**src/rtl/led_pattern_gen_if.sv**
```systemverilog
// Configuration port of the LED pattern generator: one valid/ready
// transfer writes mode, PWM duty and blink half-period into one channel.
interface led_pattern_gen_if #(
  parameter int N_LEDS      = 4,
  parameter int PWM_BITS    = 8,
  parameter int PERIOD_BITS = 10
);
  localparam int CH_W = (N_LEDS > 1) ? $clog2(N_LEDS) : 1;

  logic                   cfg_valid;
  logic                   cfg_ready;
  logic [CH_W-1:0]        cfg_ch;
  logic [1:0]             cfg_mode;
  logic [PWM_BITS-1:0]    cfg_duty;
  logic [PERIOD_BITS-1:0] cfg_period;

  modport master (
    output cfg_valid, cfg_ch, cfg_mode, cfg_duty, cfg_period,
    input  cfg_ready
  );

  modport slave (
    input  cfg_valid, cfg_ch, cfg_mode, cfg_duty, cfg_period,
    output cfg_ready
  );
endinterface

```
**src/rtl/led_pattern_gen.sv**
```systemverilog
// Multi-channel LED pattern generator. Each channel is OFF, ON, BLINK
// (half-period counted in prescaler ticks) or PWM (shared free-running
// counter compared against a per-channel duty). All outputs are registered.
module led_pattern_gen #(
  parameter int N_LEDS      = 4,
  parameter int PRESCALE    = 25000,
  parameter int PWM_BITS    = 8,
  parameter int PERIOD_BITS = 10
) (
  input  logic              clk,
  input  logic              rst,
  led_pattern_gen_if.slave  cfg,
  output logic              tick_out,
  output logic [N_LEDS-1:0] led
);
  localparam int CH_W  = (N_LEDS > 1) ? $clog2(N_LEDS) : 1;
  localparam int PRE_W = $clog2(PRESCALE);

  typedef enum logic [1:0] {
    MODE_OFF   = 2'd0,
    MODE_ON    = 2'd1,
    MODE_BLINK = 2'd2,
    MODE_PWM   = 2'd3
  } mode_e;

  logic [PRE_W-1:0]    r_pre;
  logic                r_tick;
  logic [PWM_BITS-1:0] r_pwm;
  logic                r_ready;
  logic                w_accept;

  assign w_accept      = cfg.cfg_valid && r_ready;
  assign cfg.cfg_ready = r_ready;
  assign tick_out      = r_tick;

  // Prescaler: r_tick is high exactly while the count sits at PRESCALE-1,
  // so it is loaded one edge early from the PRESCALE-2 compare.
  always_ff @(posedge clk or posedge rst) begin
    if (rst) begin
      r_pre  <= '0;
      r_tick <= 1'b0;
    end else begin
      if (r_pre == PRE_W'(PRESCALE - 1)) begin
        r_pre <= '0;
      end else begin
        r_pre <= r_pre + PRE_W'(1);
      end
      r_tick <= (r_pre == PRE_W'(PRESCALE - 2));
    end
  end

  // Free-running PWM counter, wraps naturally at 2^PWM_BITS.
  always_ff @(posedge clk or posedge rst) begin
    if (rst) begin
      r_pwm <= '0;
    end else begin
      r_pwm <= r_pwm + PWM_BITS'(1);
    end
  end

  // Handshake: ready drops for exactly one cycle after every accept.
  always_ff @(posedge clk or posedge rst) begin
    if (rst) begin
      r_ready <= 1'b1;
    end else begin
      r_ready <= !w_accept;
    end
  end

  for (genvar gi = 0; gi < N_LEDS; gi++) begin : g_ch
    mode_e                  r_mode;
    logic [PWM_BITS-1:0]    r_duty;
    logic [PERIOD_BITS-1:0] r_period;
    logic [PERIOD_BITS-1:0] r_bcnt;
    logic                   r_phase;
    logic                   r_led;
    logic                   w_sel;
    logic [PERIOD_BITS-1:0] w_last;

    // Out-of-range channel numbers never match, so such writes only
    // exercise the handshake.
    assign w_sel  = w_accept && (cfg.cfg_ch == CH_W'(gi));
    // A zero period behaves as one tick per half-period.
    assign w_last = (r_period == '0) ? '0 : (r_period - PERIOD_BITS'(1));
    assign led[gi] = r_led;

    // Channel state: a write takes priority over a coincident tick; the
    // blink counter and phase only move while the channel is in BLINK.
    always_ff @(posedge clk or posedge rst) begin
      if (rst) begin
        r_mode   <= MODE_OFF;
        r_duty   <= '0;
        r_period <= '0;
        r_bcnt   <= '0;
        r_phase  <= 1'b0;
      end else if (w_sel) begin
        r_mode   <= mode_e'(cfg.cfg_mode);
        r_duty   <= cfg.cfg_duty;
        r_period <= cfg.cfg_period;
        r_bcnt   <= '0;
        r_phase  <= 1'b1;
      end else if ((r_mode == MODE_BLINK) && r_tick) begin
        if (r_bcnt == w_last) begin
          r_bcnt  <= '0;
          r_phase <= ~r_phase;
        end else begin
          r_bcnt  <= r_bcnt + PERIOD_BITS'(1);
        end
      end else begin
        r_bcnt  <= r_bcnt;
        r_phase <= r_phase;
      end
    end

    // LED output register driven from the stored channel state.
    always_ff @(posedge clk or posedge rst) begin
      if (rst) begin
        r_led <= 1'b0;
      end else begin
        case (r_mode)
          MODE_OFF:   r_led <= 1'b0;
          MODE_ON:    r_led <= 1'b1;
          MODE_BLINK: r_led <= r_phase;
          MODE_PWM:   r_led <= (r_pwm < r_duty);
          default:    r_led <= 1'b0;
        endcase
      end
    end
  end
endmodule

```
**src/flat_wrapper.sv**
```systemverilog
// flat-port wrapper written by rule: the top's interface ports become plain ports
module led_pattern_gen_flat 
#(
  parameter int N_LEDS      = 4,
  parameter int PRESCALE    = 25000,
  parameter int PWM_BITS    = 8,
  parameter int PERIOD_BITS = 10
)
  (clk, rst, tick_out, led, cfg_cfg_valid, cfg_cfg_ch, cfg_cfg_mode, cfg_cfg_duty, cfg_cfg_period, cfg_cfg_ready);
  led_pattern_gen_if #(.N_LEDS(N_LEDS), .PWM_BITS(PWM_BITS), .PERIOD_BITS(PERIOD_BITS)) cfg_i ();
  input  logic clk;
  input  logic rst;
  output logic tick_out;
  output logic [N_LEDS-1:0] led;
  input wire logic [$bits(cfg_i.cfg_valid)-1:0] cfg_cfg_valid;
  input wire logic [$bits(cfg_i.cfg_ch)-1:0] cfg_cfg_ch;
  input wire logic [$bits(cfg_i.cfg_mode)-1:0] cfg_cfg_mode;
  input wire logic [$bits(cfg_i.cfg_duty)-1:0] cfg_cfg_duty;
  input wire logic [$bits(cfg_i.cfg_period)-1:0] cfg_cfg_period;
  output wire logic [$bits(cfg_i.cfg_ready)-1:0] cfg_cfg_ready;
  assign cfg_i.cfg_valid = cfg_cfg_valid;
  assign cfg_i.cfg_ch = cfg_cfg_ch;
  assign cfg_i.cfg_mode = cfg_cfg_mode;
  assign cfg_i.cfg_duty = cfg_cfg_duty;
  assign cfg_i.cfg_period = cfg_cfg_period;
  assign cfg_cfg_ready = cfg_i.cfg_ready;
  led_pattern_gen #(.N_LEDS(N_LEDS), .PRESCALE(PRESCALE), .PWM_BITS(PWM_BITS), .PERIOD_BITS(PERIOD_BITS)) u_core (.clk(clk), .rst(rst), .cfg(cfg_i), .tick_out(tick_out), .led(led));
endmodule
```
**config.mk**
```make
export PLATFORM = sky130hd
export DESIGN_NAME = led_pattern_gen_flat
export DESIGN_NICKNAME = d
export VERILOG_FILES = /design/src/rtl/led_pattern_gen_if.sv /design/src/rtl/led_pattern_gen.sv /design/src/flat_wrapper.sv
export SDC_FILE = /design/constraint.sdc
export NUM_CORES = 1
export LEC_CHECK = 0
export CAP_MARGIN = 20
export CORE_MARGIN = 1
export CORE_UTILIZATION = 43
export DETAILED_ROUTE_END_ITERATION = 16
export PLACE_DENSITY_LB_ADDON = 0.1
export SYNTH_ARGS = -nofsm -noshare
export SYNTH_HDL_FRONTEND = slang
export SYNTH_SLANG_ARGS = --single-unit
```
**constraint.sdc**
```tcl
create_clock -name clk -period 5 [get_ports clk]
set_input_delay 1 -clock clk [delete_from_list [all_inputs] [get_ports clk]]
set_output_delay 1 -clock clk [all_outputs]
set_load 0.03 [all_outputs]
```
==> results.py, run 1 <==
metrics = {
    "timing": {
        "layout_setup_ws_ns": 1.65,
        "layout_worst_path_cycle_share_pct": 66.9,
        "report.final.slew_viol_count": 0,
        "maximum_frequency_from_static_timing_analysis_mhz": 299,
        "final_hold_violation_count": 0,
        "rsz_0062_raised_after_global_routing": "no",
        "slew-limit-headroom_pct": 31.9,
        "timing.setup.tns_ns": 0,
        "setup_violations": 0,
        "worst_slew_pin_slew_ns": 1.02,
        "skew_ns": 0.0122,
        "timing.final.crit_period_ns": 3.35,
    },
    "clock_network": {
        "ctsRootBufferMaster": "sky130_fd_sc_hd__clkbuf_16",
        "ctsLongestPathBuffers": 2,
        "clk_pin_slew_worst_paths_ns": 0.06,
        "cts_resized": 0,
        "numClockSinks": 153,
        "cts_post_setup_buffers_inserted": 0,
        "insertion_delay_ns": 0.43,
        "cts_buffer_count": 17,
        "ctsHoldBuffers": 0,
        "tritoncts": "built",
        "cts_max_level": 4,
    },
    "synth": {
        "seq_area_frac_synth_pct": 44.0,
        "mappedNetlistNets": 917,
        "yosys.area.top_type": "sky130_fd_sc_hd__dfrtp_1",
        "synth-compound-area-share_pct": 10.6,
        "synth.top_cell.area_share_pct": 43.7,
        "synth-warning-count": 0,
        "synth.mux.area_fraction_pct": 10.3,
        "post_synth_and_or_nand_nor_area_fraction_pct": 17.7,
        "postSynth.asyncResetShare_pct": 100,
        "netlist_area_sq_um": 8710,
        "parity_gate_share_of_the_synthesized_area_counting_xor_and_xnor_cells_pct": 8.32,
        "ranking_of_synthesized_cells_by_area": "sky130_fd_sc_hd__dfrtp_1, sky130_fd_sc_hd__mux2_2, sky130_fd_sc_hd__ha_1",
        "synth_fa_ha_area_share_pct": 5.61,
        "syn-instance-count": 853,
        "synth_enable_flop_cells": 0,
        "synth.ff_latch_count": 153,
        "synth_cell_types": 73,
        "avgSynthCellArea_sq_um": 10.2,
        "combinational_family_with_the_most_area_after_synthesis": "simple AND/OR/NAND/NOR gates",
        "synth_flop_cell": "sky130_fd_sc_hd__dfrtp_1",
    },
    "pwr": {
        "clock_power_share_pct": 36.1,
        "swShare_pct": 30.4,
        "internal_power_mw": 2.51,
        "p_sw_mw": 1.10,
        "leakage_nw": 4.25,
        "pwr-share-comb_pct": 20.5,
        "vdd.ir_drop.worst_mv": 0.231,
        "sequential_fraction_of_design_power_pct": 43.4,
        "p_per_area_nw_per_um2": 366,
    },
    "detailed_routing": {
        "route.vias.total": 6419,
        "wire_per_inst_microns": 16.8,
        "totalWireLength_mm": 19.4,
        "initialDrtViolationCount": 272,
        "detail_route.first_pass.iterations": 5,
        "route.antenna.remaining_nets": 0,
        "avgViaCountPerCell": 5.54,
        "drcViolationCount": 0,
    },
    "critical_path": {
        "critical_path_cell_sequence": "inv_1, ha_1, or4b_2, or3_1, nor4_1, a31oi_1, or4_4, nor2_1, mux2_2",
        "r2r.worst_path.cells": 9,
        "timing.critical_path.from_type": "flip-flop",
        "timing.critical_path.fanout_max": 6,
        "crit_path_max_incr_delay_ns": 0.67,
        "required_ns": 5.31,
        "worst_ep_arrival_time_ns": 3.65,
        "worst_path_max_delay_cell": "sky130_fd_sc_hd__or4b_2",
        "ws_path_type": "flip-flop to flip-flop",
        "crit_path_end_kind": "flip-flop",
    },
    "grt": {
        "globalRouteTotalUtil_pct": 20.2,
        "globalRoute.totalOverflow": 0,
        "first_global_vias": 6350,
        "antenna_found_initial": 0,
        "grt_start_max_net_pins": 114,
        "grt_pass1_wl_mm": 32.3,
    },
    "floorplanning": {
        "core_area_sq_um": 19700,
        "initial_core_util_pct": 44.3,
        "fp.dieW_microns": 144,
        "die_area_sq_um": 20800,
        "io-pin-count": 31,
        "placement_rows": 51,
        "chipHeight_microns": 144,
    },
    "layout": {
        "leading_cell_type_in_the_layout_fill_and_taps_excluded": "sky130_fd_sc_hd__dfrtp_1",
        "num-nets-final": 945,
        "layout_common_cells": "sky130_fd_sc_hd__dfrtp_1, sky130_fd_sc_hd__mux2_2, sky130_fd_sc_hd__nor2_1",
        "final_layout_size_suffix_gt1_share_pct": 14.2,
        "antenna-diode-count": 0,
        "area_delta_synth_final_pct": 13.3,
    },
    "worst_hold_path": {
        "holdCritPathClass": "flip-flop to flip-flop",
        "worst_hold_path.num_cells": 1,
    },
    "place": {
        "placement.io_buffers": 30,
        "post-dp-hpwl_mm": 13.8,
        "gp_congestion": 0.834,
        "placement.setup.worst_slack_ns": 1.64,
    },
    "run_status": {
        "status": "completed",
    },
    "job": {
        "max_cap_violations": 0,
    },
}
per-layer routing:
layer	global-route usage (%)	part of all wire, %
met4	6.81	1.6
met5	0	0
met2	33.8	48
met3	4.11	3.0
met1	26.0	47
worst max-delay path, delay by kind of cell (launching register included):
kind	cells	cell delay, ns
adder cells (fa/ha/maj)	1	0.21
multiplexers	1	0.34
flip-flops	1	0.42
buffers and inverters	1	0.07
AO/OA/AOI/OAI	1	0.09
AND/OR/NAND/NOR	5	2.07
metrics by stage:
step	utilization (%)	total power [mW]	hold slack (ns)	instance area, sq um	std cells
global route	50.2	3.81	0.517	9870	1159
finish	50.2	3.61	0.495	9870	1159
detailed placement	47.2	2.33	0.488	9280	1127
floorplan	-	2.13	0.456	8710	853
global placement	47.2	2.30	0.483	9280	1127
CTS	50.2	3.65	0.491	9870	1159
final cells by class:
class                           count  area [sq um]
Multi-Input combinational cell    625          4580
Clock buffer                       18           429
Fill cell                        1870          9790
Clock inverter                     14           161
Timing Repair Buffer               35           350
Sequential cell                   153          3830
Inverter                           49           188
Tap cell                          265           332
cells by family after synthesis:
| group | after synthesis |
|---|---|
| buf+inv | 75 |
| fa+ha+maj | 39 |
| simple gates | 288 |
| flops | 153 |
| mux | 80 |
| compound gates | 137 |
| xor+xnor | 81 |
sequential cells by signal, indices dropped and copies added, names as in the netlist, 4 cells and up:
| name | flops |
|---|---|
| u_core.g_ch.r_bcnt | 40 |
| u_core.g_ch.r_period | 40 |
| u_core.g_ch.r_duty | 32 |
| u_core.r_pre | 15 |
| u_core.g_ch.r_mode | 8 |
| u_core.r_pwm | 8 |
| u_core.g_ch.r_led | 4 |
| u_core.g_ch.r_phase | 4 |
cells in the mapped netlist, types with 3 or more instances:
master and n:
sky130_fd_sc_hd__ha_1 39, sky130_fd_sc_hd__or2_2 5, sky130_fd_sc_hd__a21boi_0 4, sky130_fd_sc_hd__mux2i_1 6, sky130_fd_sc_hd__mux2_2 74, sky130_fd_sc_hd__a21oi_1 21, sky130_fd_sc_hd__nor4_1 15, sky130_fd_sc_hd__a41oi_1 3
sky130_fd_sc_hd__a22o_1 10, sky130_fd_sc_hd__a31oi_1 8, sky130_fd_sc_hd__buf_4 4, sky130_fd_sc_hd__nor2b_1 17, sky130_fd_sc_hd__clkbuf_1 19, sky130_fd_sc_hd__and3b_1 3, sky130_fd_sc_hd__dfrtp_1 152, sky130_fd_sc_hd__o21a_1 5
sky130_fd_sc_hd__or4_1 4, sky130_fd_sc_hd__nand3_1 23, sky130_fd_sc_hd__o21bai_1 4, sky130_fd_sc_hd__o32ai_1 3, sky130_fd_sc_hd__nand2_1 50, sky130_fd_sc_hd__xnor2_1 51, sky130_fd_sc_hd__or3_1 9, sky130_fd_sc_hd__o31ai_1 6
sky130_fd_sc_hd__o2111ai_1 3, sky130_fd_sc_hd__o21ai_0 41, sky130_fd_sc_hd__nor3b_1 3, sky130_fd_sc_hd__nand3b_1 5, sky130_fd_sc_hd__and2_1 12, sky130_fd_sc_hd__xor2_1 29, sky130_fd_sc_hd__nand2b_1 3, sky130_fd_sc_hd__nor3_1 28
sky130_fd_sc_hd__inv_1 49, sky130_fd_sc_hd__nor2_1 63, sky130_fd_sc_hd__and3_1 20, sky130_fd_sc_hd__nand4_1 13
power groups by stage:
| stage | Clock, mW | Combinational, mW | Sequential, mW |
|---|---|---|---|
| after floorplan | 0 | 0.614 | 1.52 |
| after global placement | 0 | 0.719 | 1.58 |
| after detailed placement | 0 | 0.739 | 1.59 |
| after CTS | 1.34 | 0.745 | 1.56 |
| after global routing | 1.39 | 0.828 | 1.59 |
| final | 1.31 | 0.740 | 1.57 |
worst paths after layout:
path | start | end | slack, ns
worst max-delay path | u_core.g_ch[3].r_period[0] | u_core.g_ch[3].r_phase | 1.65
worst min-delay path | u_core.g_ch[1].r_mode[1] | u_core.g_ch[1].r_led | 0.50
worst max register to register | u_core.g_ch[3].r_period[0] | u_core.g_ch[3].r_phase | 1.65
worst min register to register | u_core.g_ch[1].r_mode[1] | u_core.g_ch[1].r_led | 0.50
max in group asynchronous | rst | u_core.g_ch[2].r_bcnt[9] | 3.42
min in group asynchronous | rst | u_core.g_ch[1].r_duty[1] | 1.09
Note: power is estimated with default switching activity, not from simulation.
==> inputs of run 2 (changes only) <==
==> constraint.sdc (replaced) <==
create_clock -name clk -period 2.8 [get_ports clk]
set_input_delay 0.56 -clock clk [delete_from_list [all_inputs] [get_ports clk]]
set_output_delay 0.56 -clock clk [all_outputs]
set_load 0.03 [all_outputs]
==> run 2 against run 1 <==
  * The run now ends with negative setup slack left
  * Cell count rose by 5.2%
  * Design area up 7.7%
  * Die area did not move
  * Flip-flop and latch count is the same
  * Clock skew decreased by 0.0049 ns
  * Register-to-register slack got worse by 1.7 ns
  * Sequential power increased by 75%
  * Routed wire length grew 4.2%
  * Hold slack lost 0.026 ns
  * Via count increased by 4.0%
  * Clock-buffer cell count is 3 higher
  * Sequential share of layout area down 2.8 points
  * Largest cell class unchanged
==> results.py, run 2 (synthesis results as in run 1) <==
metrics = {
    "detailed_routing": {
        "totalWireLength_mm": 20.2,
        "route.antenna.remaining_nets": 0,
        "wire_per_inst_microns": 16.6,
        "detail_route.first_pass.iterations": 5,
        "initialDrtViolationCount": 324,
        "drcViolationCount": 0,
        "route.vias.total": 6677,
        "avgViaCountPerCell": 5.48,
    },
    "floorplanning": {
        "core_area_sq_um": 19700,
        "die_area_sq_um": 20800,
        "fp.dieW_microns": 144,
        "placement_rows": 51,
        "initial_core_util_pct": 44.3,
        "chipHeight_microns": 144,
        "io-pin-count": 31,
    },
    "grt": {
        "first_global_vias": 6643,
        "globalRouteMet1Util_pct": 26.0,
        "grt_start_max_net_pins": 46,
        "grt_use_met2_pct": 35.8,
        "globalRouteTotalUtil_pct": 20.7,
        "grt_pass1_wl_mm": 33.2,
        "globalRoute.totalOverflow": 0,
        "grt_use_met3_pct": 4.07,
        "top_usage_layer": "met2",
        "antenna_found_initial": 0,
    },
    "timing": {
        "worst_slew_pin_slew_ns": 0.544,
        "final_hold_violation_count": 0,
        "rsz_0062_raised_after_global_routing": "yes",
        "skew_ns": 0.00736,
        "report.final.slew_viol_count": 0,
        "timing.setup.tns_ns": -0.237,
        "maximum_frequency_from_static_timing_analysis_mhz": 351,
        "timing.final.crit_period_ns": 2.85,
        "slew-limit-headroom_pct": 63.6,
        "setup_violations": 9,
        "layout_worst_path_cycle_share_pct": 102,
        "layout_setup_ws_ns": -0.0451,
    },
    "place": {
        "post_dp_cell_area_sq_um": 9720,
        "post-dp-hpwl_mm": 14.5,
        "gp_congestion": 0.839,
        "placement.io_buffers": 30,
        "post-place-cells": 1179,
    },
    "clock_network": {
        "numClockSinks": 153,
        "cts_max_level": 4,
        "tritoncts": "built",
        "clk_pin_slew_worst_paths_ns": 0.06,
        "insertion_delay_ns": 0.42,
        "cts_buffer_count": 17,
        "ctsLongestPathBuffers": 2,
        "ctsRootBufferMaster": "sky130_fd_sc_hd__clkbuf_16",
        "ctsHoldBuffers": 0,
    },
    "critical_path": {
        "worst_path_max_delay_cell": "sky130_fd_sc_hd__or4_4",
        "timing.critical_path.max_delay_family": "simple AND/OR/NAND/NOR gates",
        "crit_start": "u_core.g_ch[3].r_period[1]",
        "cp.buffers_inverters": 1,
        "timing.critical_path.from_type": "flip-flop",
        "timing.rr.end": "u_core.g_ch[3].r_phase",
        "cp-endpoint": "u_core.g_ch[3].r_phase",
        "crit_path_end_kind": "flip-flop",
        "required_ns": 3.10,
        "worst_ep_arrival_time_ns": 3.15,
        "crit_path_max_incr_delay_ns": 0.53,
        "timing.critical_path.fanout_max": 5,
        "timing.critical_path.depth": 9,
        "r2r.worst_path.cells": 9,
        "worstReg2RegStart": "u_core.g_ch[3].r_period[1]",
        "ws_path_type": "flip-flop to flip-flop",
        "worst-r2r-setup-slack_ns": -0.05,
        "critical_path_cell_sequence": "inv_1, ha_2, or4b_4, or3_4, mux2i_1, o2111ai_1, or4_4, nor2_4, mux2_4",
    },
    "layout": {
        "antenna-diode-count": 0,
        "reg_top3": "u_core.g_ch.r_bcnt (40), u_core.g_ch.r_period (40), u_core.g_ch.r_duty (32)",
        "area_delta_synth_final_pct": 22.0,
        "utilization_pct": 54.1,
        "leading_cell_type_in_the_layout_fill_and_taps_excluded": "sky130_fd_sc_hd__dfrtp_1",
        "num-nets-final": 1005,
        "post-route-cell-area_sq_um": 10600,
        "layoutNonFillerInstCount": 1219,
        "final_layout_size_suffix_gt1_share_pct": 24.0,
        "layout_common_cells": "sky130_fd_sc_hd__dfrtp_1, sky130_fd_sc_hd__mux2_2, sky130_fd_sc_hd__nor2_1",
    },
    "pwr": {
        "sequential_fraction_of_design_power_pct": 41.4,
        "total_power_mw": 6.62,
        "swShare_pct": 29.9,
        "p_sw_mw": 1.98,
        "pwr-share-comb_pct": 25.3,
        "vdd.ir_drop.worst_mv": 0.410,
        "p_per_area_nw_per_um2": 624,
        "clock_power_share_pct": 33.3,
        "leakage_nw": 4.60,
        "internal_power_mw": 4.65,
    },
    "run_status": {
        "status": "finished with violations",
        "violated_checks": "negative setup slack",
    },
    "job": {
        "max_cap_violations": 0,
    },
    "worst_hold_path": {
        "holdCritPathClass": "input port to async pin",
    },
}
==> run 2: changes by cell type in the layout (fill, tap and decap cells not counted), moves of 4 or more <==
cell                       before  now
sky130_fd_sc_hd__buf_4          4   56
sky130_fd_sc_hd__clkinv_2       0    5
sky130_fd_sc_hd__buf_6          0    4
sky130_fd_sc_hd__nor4_2         0    6
sky130_fd_sc_hd__nor3_1        27   21
sky130_fd_sc_hd__inv_6          5    1
sky130_fd_sc_hd__o21ai_0       41   31
sky130_fd_sc_hd__nor4_1        15    7
sky130_fd_sc_hd__o21ai_2        1    8
==> run 2: layer usage <==
layer  up-vias  share of wire [%]  routed length, microns
met3        30                3.6                     730
met5         -                  0                       0
li1       3227                  -                       -
met4         0                1.6                     315
met1      3296                 44                    8890
met2       124                 51                   10300
==> run 2: final cells by class <==
type | instances | area (sq um)
Inverter | 49 | 188
Multi-Input combinational cell | 626 | 4860
Sequential cell | 153 | 3830
Fill cell | 1752 | 9030
Clock inverter | 11 | 96.3
Tap cell | 265 | 332
Timing Repair Buffer | 94 | 846
Clock buffer | 21 | 470
==> run 2: per-stage QoR <==
stage	setup WS [ns]	hold WS [ns]
after detailed placement	-0.134	0.496
after floorplan	-0.0983	0.456
after CTS	-0.0134	0.464
final	-0.0451	0.470
after global placement	-0.0330	0.481
after global routing	-0.149	0.488
==> run 2: worst min path at each step <==
stage                                           to
final                     u_core.g_ch[2].r_duty[1]
after CTS                 u_core.g_ch[2].r_duty[1]
after floorplan                   u_core.r_pre[10]
after global placement            u_core.r_pre[10]
after detailed placement          u_core.r_pre[10]
after global routing      u_core.g_ch[2].r_duty[1]
==> run 2: power groups by stage <==
stage / clock network, mW / registers, mW / logic [mW]
CTS: 2.27 / 2.72 / 1.63
detailed placement: 0 / 2.75 / 1.58
global route: 2.36 / 2.78 / 1.86
floorplan: 0 / 2.71 / 1.10
finish: 2.21 / 2.74 / 1.68
global placement: 0 / 2.74 / 1.54
==> run 2: repair_timing <==
action | 4_1_cts | 5_1_grt
cloned | 0 | 1
buffers inserted | 3 | 4
gates resized for setup | 21 | 48
pin swaps | 5 | 27
setup endpoints to repair | 19 | 40
==> inputs of run 3 (changes only) <==
--- a/config.mk
+++ b/config.mk
@@ -10,6 +10,7 @@
 export CORE_UTILIZATION = 43
 export DETAILED_ROUTE_END_ITERATION = 16
 export PLACE_DENSITY_LB_ADDON = 0.1
+export SKIP_LAST_GASP = 1
 export SYNTH_ARGS = -nofsm -noshare
 export SYNTH_HDL_FRONTEND = slang
 export SYNTH_SLANG_ARGS = --single-unit
==> run 3 against run 2 <==
  * The run still ends with negative setup slack left
  * Register-to-register slack hardly changed
  * First-iteration DRC count is 2.5% lower
  * Core utilization is 0.17 points lower
  * Worst setup slack worse by 0.0054 ns
  * Largest power group unchanged
  * Hold slack worse by 0.0053 ns
  * Highest routed layer unchanged
==> results.py, run 3 (synthesis results as in run 1) <==
metrics = {
    "clock_network": {
        "ctsHoldBuffers": 0,
        "ctsRootBufferMaster": "sky130_fd_sc_hd__clkbuf_16",
        "cts_buffer_count": 17,
        "cts_max_level": 4,
        "tritoncts": "built",
        "insertion_delay_ns": 0.43,
        "ctsLongestPathBuffers": 2,
        "numClockSinks": 153,
        "clk_pin_slew_worst_paths_ns": 0.06,
    },
    "grt": {
        "grt_start_max_net_pins": 46,
        "grt_pass1_wl_mm": 33.2,
        "first_global_vias": 6643,
        "globalRouteTotalUtil_pct": 20.7,
        "globalRoute.totalOverflow": 0,
        "antenna_found_initial": 0,
    },
    "detailed_routing": {
        "wire_per_inst_microns": 16.6,
        "detail_route.first_pass.iterations": 4,
        "totalWireLength_mm": 20.2,
        "route.antenna.remaining_nets": 0,
        "drcViolationCount": 0,
        "avgViaCountPerCell": 5.47,
        "route.vias.total": 6647,
        "initialDrtViolationCount": 316,
    },
    "pwr": {
        "swShare_pct": 29.9,
        "pwr-share-comb_pct": 25.2,
        "p_per_area_nw_per_um2": 625,
        "p_sw_mw": 1.98,
        "leakage_nw": 4.58,
        "internal_power_mw": 4.64,
        "clock_power_share_pct": 33.3,
        "vdd.ir_drop.worst_mv": 0.413,
        "sequential_fraction_of_design_power_pct": 41.5,
    },
    "timing": {
        "slew-limit-headroom_pct": 63.6,
        "layout_setup_ws_ns": -0.0506,
        "timing.final.crit_period_ns": 2.85,
        "final_hold_violation_count": 0,
        "maximum_frequency_from_static_timing_analysis_mhz": 351,
        "rsz_0062_raised_after_global_routing": "yes",
        "worst_slew_pin_slew_ns": 0.544,
        "report.final.slew_viol_count": 0,
        "layout_worst_path_cycle_share_pct": 102,
        "skew_ns": 0.00806,
        "setup_violations": 8,
    },
    "place": {
        "post-place-cells": 1179,
        "gp_congestion": 0.839,
        "placement.io_buffers": 30,
        "post_dp_cell_area_sq_um": 9720,
        "post-dp-hpwl_mm": 14.5,
    },
    "floorplanning": {
        "initial_core_util_pct": 44.3,
        "die_area_sq_um": 20800,
        "fp.dieW_microns": 144,
        "chipHeight_microns": 144,
        "core_area_sq_um": 19700,
        "placement_rows": 51,
        "io-pin-count": 31,
    },
    "job": {
        "max_cap_violations": 0,
    },
    "layout": {
        "antenna-diode-count": 0,
        "area_delta_synth_final_pct": 21.7,
        "num-fill-cells": 1751,
        "layout_common_cells": "sky130_fd_sc_hd__dfrtp_1, sky130_fd_sc_hd__mux2_2, sky130_fd_sc_hd__nor2_1",
        "post-route-cell-area_sq_um": 10600,
        "reg_top3": "u_core.g_ch.r_bcnt (40), u_core.g_ch.r_period (40), u_core.g_ch.r_duty (32)",
        "num-nets-final": 1002,
        "utilization_pct": 53.9,
        "regArea_sq_um": 3830,
        "layoutNonFillerInstCount": 1216,
        "leading_cell_type_in_the_layout_fill_and_taps_excluded": "sky130_fd_sc_hd__dfrtp_1",
        "multi_input_comb_area_sq_um": 4850,
        "final_layout_size_suffix_gt1_share_pct": 23.7,
    },
    "critical_path": {
        "crit_start": "u_core.g_ch[3].r_period[5]",
        "ws_path_type": "flip-flop to flip-flop",
        "worst_ep_arrival_time_ns": 3.16,
        "worstReg2RegStart": "u_core.g_ch[3].r_period[5]",
        "crit_path_end_kind": "flip-flop",
        "worst-r2r-setup-slack_ns": -0.05,
        "required_ns": 3.11,
        "timing.critical_path.fanout_max": 3,
        "timing.critical_path.from_type": "flip-flop",
    },
    "run_status": {
        "status": "finished with violations",
        "violated_checks": "negative setup slack",
    },
    "worst_hold_path": {
        "holdCritPathClass": "input port to async pin",
    },
}
## run 3: power groups by stage
stage / Combinational (mW) / Clock (mW) / Sequential (mW)
6_report: 1.67 / 2.21 / 2.74
5_1_grt: 1.85 / 2.36 / 2.78
4_1_cts: 1.63 / 2.27 / 2.72
3_5_place_dp: 1.58 / 0 / 2.75
3_3_place_gp: 1.54 / 0 / 2.74
2_1_floorplan: 1.10 / 0 / 2.71
## run 3: final cells by class
type,instances,area share (%)
multi-input combinational,626,45.8
sequential,153,36.2
timing repair buffer,91,7.81
clock buffer,21,4.44
tap,265,3.13
inverter,49,1.77
clock inverter,11,0.910
## run 3: path summary, 6_finish.rpt
check	end	depth (start not counted)
setup / recovery	u_core.g_ch[3].r_phase	9
hold / removal	u_core.g_ch[2].r_duty[1]	2
setup reg to reg	u_core.g_ch[3].r_phase	9
hold reg to reg	u_core.r_pre[12]	1
max in group asynchronous	u_core.cfg.cfg_ready	3
min in group clk	u_core.r_pre[12]	1
## run 3: through the flow
| step | total power, mW | setup TNS (ns) | hold slack [ns] | worst slack (ns) |
|---|---|---|---|---|
| after detailed placement | 4.34 | -1.36 | 0.496 | -0.134 |
| after global placement | 4.28 | -0.202 | 0.481 | -0.0330 |
| final | 6.62 | -0.203 | 0.464 | -0.0506 |
| after CTS | 6.62 | -0.0642 | 0.464 | -0.0244 |
| after global routing | 6.99 | -2.24 | 0.488 | -0.169 |
| after floorplan | 3.81 | -0.195 | 0.456 | -0.0983 |
## run 3: routing by layer
metal | wire, microns | vias up | GRT usage [%]
met2 | 10300 | 120 | 35.8
met1 | 8930 | 3288 | 26.0
met3 | 681 | 23 | 4.07
met5 | 0 | - | 0
li1 | - | 3216 | -
met4 | 290 | 0 | 6.32
## run 3: critical path, stage by stage (launching register included)
cell and delay, ns:
sky130_fd_sc_hd__dfrtp_1 0.37, sky130_fd_sc_hd__or4_1 0.57, sky130_fd_sc_hd__buf_4 0.17, sky130_fd_sc_hd__nor2_1 0.22, sky130_fd_sc_hd__o31ai_4 0.11, sky130_fd_sc_hd__xnor2_1 0.20, sky130_fd_sc_hd__o2111ai_1 0.14, sky130_fd_sc_hd__or4_4 0.53
sky130_fd_sc_hd__nor2_4 0.10, sky130_fd_sc_hd__mux2_2 0.33
## run 3: what timing repair did
action / CTS / global route
pin swaps: 3 / 25
buffers inserted: 3 / 3
setup endpoints to repair: 19 / 40
cloned: 0 / 1
gates resized for setup: 20 / 45
